### src/rtl/reg_gate_sequencer.sv
// Timed gate sequencer for the inputa/inputb passthrough.
// Trigger -> delay -> gate open -> holdoff, repeated per arm.
module reg_gate_sequencer #(
    parameter int CNT_W       = 32,
    parameter int CNT_PULSE_W = 16
) (
    input  logic                    clk,
    input  logic                    reset,
    input  logic signed [15:0]      inputa,
    input  logic signed [15:0]      inputb,
    input  logic                    exttrig,
    input  logic                    cfg_enable,
    input  logic                    cfg_arm,
    input  logic                    cfg_sw_trig,
    input  logic [CNT_W-1:0]        cfg_delay,
    input  logic [CNT_W-1:0]        cfg_width,
    input  logic [CNT_W-1:0]        cfg_holdoff,
    input  logic [CNT_PULSE_W-1:0]  cfg_count,
    input  logic [1:0]              cfg_mask,
    output logic signed [15:0]      outputa,
    output logic signed [15:0]      outputb,
    output logic                    gate,
    output logic [2:0]              state_o,
    output logic [CNT_PULSE_W-1:0]  pulses_done,
    output logic [CNT_PULSE_W-1:0]  missed_trig
);

    typedef enum logic [2:0] {
        S_IDLE    = 3'd0,
        S_ARMED   = 3'd1,
        S_DELAY   = 3'd2,
        S_OPEN    = 3'd3,
        S_HOLDOFF = 3'd4,
        S_DONE    = 3'd5
    } state_t;

    localparam logic [CNT_W-1:0]       CNT_ONE = CNT_W'(1);
    localparam logic [CNT_PULSE_W-1:0] PC_ONE  = CNT_PULSE_W'(1);

    state_t                 state;
    state_t                 state_n;
    logic [CNT_W-1:0]       cnt;
    logic [CNT_W-1:0]       cnt_n;
    logic [CNT_W-1:0]       width_eff;
    logic [CNT_PULSE_W-1:0] pd_n;
    logic [CNT_PULSE_W-1:0] pd_inc;
    logic [CNT_PULSE_W-1:0] miss_n;
    logic                   ext_q;
    logic                   arm_q;
    logic                   sw_q;
    logic                   arm_e;
    logic                   trig;
    logic                   busy;

    assign arm_e     = cfg_arm & ~arm_q;
    assign trig      = (exttrig & ~ext_q) | (cfg_sw_trig & ~sw_q);
    assign width_eff = (cfg_width == '0) ? CNT_ONE : cfg_width;
    assign pd_inc    = pulses_done + PC_ONE;
    assign busy      = (state == S_DELAY) || (state == S_OPEN) ||
                       (state == S_HOLDOFF);
    assign gate      = (state == S_OPEN);
    assign state_o   = state;

    // Next-state, counter reload and status counter updates
    always_comb begin
        state_n = state;
        cnt_n   = cnt;
        pd_n    = pulses_done;
        miss_n  = missed_trig;
        if (!cfg_enable) begin
            state_n = S_IDLE;
        end else if (arm_e) begin
            state_n = S_ARMED;
            pd_n    = '0;
            miss_n  = '0;
        end else begin
            if (trig && busy && !(&missed_trig))
                miss_n = missed_trig + PC_ONE;
            unique case (state)
                S_ARMED: begin
                    if (trig) begin
                        if (cfg_delay == '0) begin
                            state_n = S_OPEN;
                            cnt_n   = width_eff;
                        end else begin
                            state_n = S_DELAY;
                            cnt_n   = cfg_delay;
                        end
                    end
                end
                S_DELAY: begin
                    if (cnt == CNT_ONE) begin
                        state_n = S_OPEN;
                        cnt_n   = width_eff;
                    end else begin
                        cnt_n = cnt - CNT_ONE;
                    end
                end
                S_OPEN: begin
                    if (cnt == CNT_ONE) begin
                        pd_n = pd_inc;
                        if (cfg_count != '0 && pd_inc == cfg_count) begin
                            state_n = S_DONE;
                        end else if (cfg_holdoff == '0) begin
                            state_n = S_ARMED;
                        end else begin
                            state_n = S_HOLDOFF;
                            cnt_n   = cfg_holdoff;
                        end
                    end else begin
                        cnt_n = cnt - CNT_ONE;
                    end
                end
                S_HOLDOFF: begin
                    if (cnt == CNT_ONE)
                        state_n = S_ARMED;
                    else
                        cnt_n = cnt - CNT_ONE;
                end
                default: ;
            endcase
        end
    end

    // State, counters, edge history and gated sample registers
    always_ff @(posedge clk) begin
        if (reset) begin
            state       <= S_IDLE;
            cnt         <= '0;
            pulses_done <= '0;
            missed_trig <= '0;
            ext_q       <= 1'b0;
            arm_q       <= 1'b0;
            sw_q        <= 1'b0;
            outputa     <= '0;
            outputb     <= '0;
        end else begin
            state       <= state_n;
            cnt         <= cnt_n;
            pulses_done <= pd_n;
            missed_trig <= miss_n;
            ext_q       <= exttrig;
            arm_q       <= cfg_arm;
            sw_q        <= cfg_sw_trig;
            outputa     <= (gate && cfg_mask[0]) ? inputa : '0;
            outputb     <= (gate && cfg_mask[1]) ? inputb : '0;
        end
    end

endmodule

### config.mk
export PLATFORM = sky130hd
export DESIGN_NAME = reg_gate_sequencer
export DESIGN_NICKNAME = d
export VERILOG_FILES = /design/src/rtl/reg_gate_sequencer.sv
export SDC_FILE = /design/constraint.sdc
export NUM_CORES = 1
export LEC_CHECK = 0
export CORE_MARGIN = 3
export CORE_UTILIZATION = 45
export DETAILED_ROUTE_END_ITERATION = 10
export GPL_TIMING_DRIVEN = 1
export PLACE_DENSITY_LB_ADDON = 0.05
export SLEW_MARGIN = 20
export SYNTH_ARGS = -nofsm -noshare
export SYNTH_HDL_FRONTEND = slang
export SYNTH_SLANG_ARGS = --single-unit
export TNS_END_PERCENT = 50
### constraint.sdc
create_clock -name clk -period 6 [get_ports clk]
set_input_delay 0.6 -clock clk [delete_from_list [all_inputs] [get_ports clk]]
set_output_delay 0.6 -clock clk [all_outputs]
set_load 0.005 [all_outputs]
==> metrics.cfg <==
[cts]
cts.hold.buffers_added = 0
clock-sinks = 102
numCtsBuffers = 9
insertion_delay_ns = 0.35
clock-root-buffer = clkbuf_16
cts_tree = yes
post_cts_buffers = 0
clk_path_buf_depth = 2
cts-htree-levels = 3
postCtsResizedCells = 0
clk_pin_slew_ns = 0.07

[logic_synthesis]
synth-edff-count = 0
synth_cells = 781
synth-async-reset-ratio_pct = 0
ys_types = 74
ys_ff_latch = 102
ys_warn_count = 0
syn_area_per_cell_um2 = 8.00
syn-cell-area_um2 = 6250
yosysSeqAreaShare_pct = 32.7
syn_nets = 937
synthFlopType = dfxtp_1

[sta]
setup_ws_ns = 2.32
report.final.slew_viol_count = 0
final_hold_viol_count = 0
finalSetupViolations = 0
tightest_slew_ns = 0.955
relSlewSlack_pct = 36.1
final.setup_skew_ns = 0.00948
max_freq_ghz = 0.272
min_period_ns = 3.68
rsz0062_at_grt = false
tns_ns = 0
fin_crit_sh_pct = 61.3

[power]
seq_power_share_pct = 43.9
comb_power_share_pct = 17.2
p_sw_share_pct = 26.5
p_clk_share_pct = 38.9
p_int_mw = 1.15
power.switching_mw = 0.415
leakagePower_nw = 3.09
vdd_ir_drop_max_v = 0.000175
powerDensity_nw_per_um2 = 178

[critical_path]
crit_required_ns = 6.24
critical_path_class = flip-flop to flip-flop
crit_path_end_kind = flip-flop
crit_fanout = 11
arrival_ns = 3.92
cp-start-kind = flip-flop

[detailed_routing]
ant_nets = 0
post_drt_via_cell_ratio = 6.24
first_iter_violations = 780
vias = 7180
drt-total-wl_mm = 23.5
dr.pass1.iters = 8
post_drt_wl_per_cell_um = 20.5
drcViolationCount = 0

[layout]
final_util_pct = 65.6
nNetsFinal = 1126
drive_above_1_share_pct = 4.82
diodes = 0
areaGrowthSynthToFinish_pct = 40.6

[flow_run]
maxCapViolCount = 0

[placement]
dp_hpwl_mm = 17.5
io_buffer_count = 219
place.gp.congestion = 1.00
post-place-ws_ns = 2.33

[global_routing]
grtUsageTotal_pct = 29.6
grt_antenna_before_repair = 0
grt_pass1_wl_mm = 35.7
grt_pass1_vias = 6742
grt_max_degree = 49
grt_remaining_overflow = 0

[floorplanning]
io_pins = 220
die_x_um = 124
die_area_um2 = 15300
initial_core_util_pct = 46.6
die_h_um = 124
fp-row-count = 42
fp.coreArea_um2 = 13400

[worst_hold_path]
hp-class = flip-flop to flip-flop

[outcome]
status = finished, final reports clean

[area by class of cell]
cell class | count | area (µm²)
clock buffers | 9 | 225
clock inverters | 7 | 80.1
inverters | 18 | 67.6
flip-flops and latches | 102 | 2040
multi-input cells | 615 | 3920
well taps | 176 | 220
repair buffers | 224 | 2230
fillers | 1154 | 4620
[cells in the final DEF (no fill, tap or decap), types with 4 or more instances in the layout]
cell type	count
inv_1	18
nand3_1	27
o41ai_1	4
o21ai_1	7
nand2b_1	5
nor2_1	53
a22oi_1	12
o31a_1	6
xor2_1	14
mux2i_1	4
a211oi_1	9
clkbuf_16	9
a21oi_1	45
a21o_1	5
or4_1	6
nor2b_1	8
xnor2_1	23
nor4_2	4
nor3_1	19
ha_1	4
and2_1	37
nor3b_1	4
and3_1	9
a31oi_1	6
o22ai_1	17
nand4_1	19
o221ai_1	4
o311ai_0	7
dfxtp_1	102
o21ai_0	63
nand2_1	64
clkdlybuf4s50_1	219
nor4_1	36
or3_1	16
a21boi_1	5
buf_4	5
a222oi_1	12
a221o_1	4
[critical path, stage by stage (launching register included)]
cell	delay [ns]
dfxtp_1	0.49
ha_1	0.46
nand2_1	0.27
nor4_4	0.34
nor4b_2	0.31
a2111oi_2	0.10
nor4_2	0.36
a21oi_2	0.12
o21ai_1	0.71
mux2_2	0.41
[power by group through the flow]
stage          clock network, mW  logic (mW)  registers [mW]
3_3_place_gp                   0       0.262           0.703
4_1_cts                    0.621       0.264           0.688
6_report                   0.609       0.270           0.688
5_1_grt                    0.646       0.289           0.689
2_1_floorplan                  0       0.110           0.701
3_5_place_dp                   0       0.262           0.704
[logic make-up after synthesis]
| group | after synthesis | share of synthesized area (%) |
|---|---|---|
| AO/OA/AOI/OAI | 237 | 25.7 |
| XOR/XNOR | 37 | 5.19 |
| adder cells (fa/ha/maj) | 4 | 0.801 |
| buffers and inverters | 64 | 4.67 |
| flip-flops | 102 | 32.7 |
| multiplexers | 5 | 0.821 |
| AND/OR/NAND/NOR | 332 | 30.1 |
[flip-flops by register name, indices dropped and copies added, names as in the netlist]
register	cells
arm_q	1
cnt	32
ext_q	1
missed_trig	16
outputa	16
outputb	16
pulses_done	16
state_o	3
sw_q	1
[worst paths after layout]
| check | startpoint | cells past startpoint | slack [ns] | to |
|---|---|---|---|---|
| max | pulses_done[0] | 9 | 2.32 | cnt[7] |
| min | cnt[17] | 2 | 0.50 | cnt[17] |
| max reg2reg | pulses_done[0] | 9 | 2.32 | cnt[7] |
| min reg2reg | cnt[17] | 2 | 0.50 | cnt[17] |
[routing by layer]
layer  share of wire [%]  vias to the layer above  GRT usage (%)
met5                   0                        -              0
met4                 2.8                        0           10.9
li1                    -                     3339              -
met2                  46                      423           47.0
met1                  39                     3361           37.8
met3                  12                       57           9.08
[cell usage after synthesis, types with 5 or more instances]
| library cell | instances | share of area [%] |
|---|---|---|
| nor3_1 | 19 | 1.5 |
| a22oi_1 | 12 | 1.4 |
| nor2_1 | 54 | 3.2 |
| nand3_1 | 27 | 2.2 |
| or3_1 | 16 | 1.6 |
| a21boi_1 | 5 | 0.60 |
| a21o_1 | 5 | 0.60 |
| xor2_1 | 14 | 2.0 |
| o31a_1 | 6 | 0.84 |
| a31oi_1 | 6 | 0.60 |
| and3_1 | 9 | 0.90 |
| o311ai_0 | 7 | 0.98 |
| nor4_1 | 36 | 3.6 |
| nand2b_1 | 5 | 0.50 |
| o21ai_0 | 63 | 5.0 |
| o21ai_1 | 8 | 0.64 |
| a21oi_1 | 45 | 3.6 |
| clkbuf_1 | 18 | 1.1 |
| nor2b_1 | 8 | 0.80 |
| nand2_1 | 64 | 3.8 |
| dfxtp_1 | 102 | 33 |
| or4_1 | 6 | 0.72 |
| a211oi_1 | 9 | 1.1 |
| a222oi_1 | 12 | 1.9 |
| nand4_1 | 19 | 1.9 |
| xnor2_1 | 23 | 3.2 |
| inv_1 | 18 | 1.1 |
| buf_2 | 20 | 1.6 |
| o22ai_1 | 17 | 1.7 |
| and2_1 | 37 | 3.7 |
[stage by stage]
stage,cells,power [mW],cell area (µm²),hold slack [ns]
CTS,1151,1.57,8780,0.504
finish,1151,1.57,8780,0.502
detailed placement,1135,0.966,8470,0.492
global route,1151,1.62,8780,0.536
global placement,1135,0.966,8470,0.474
floorplan,781,0.812,6250,0.456
Note: power is estimated with default switching activity, not from simulation.
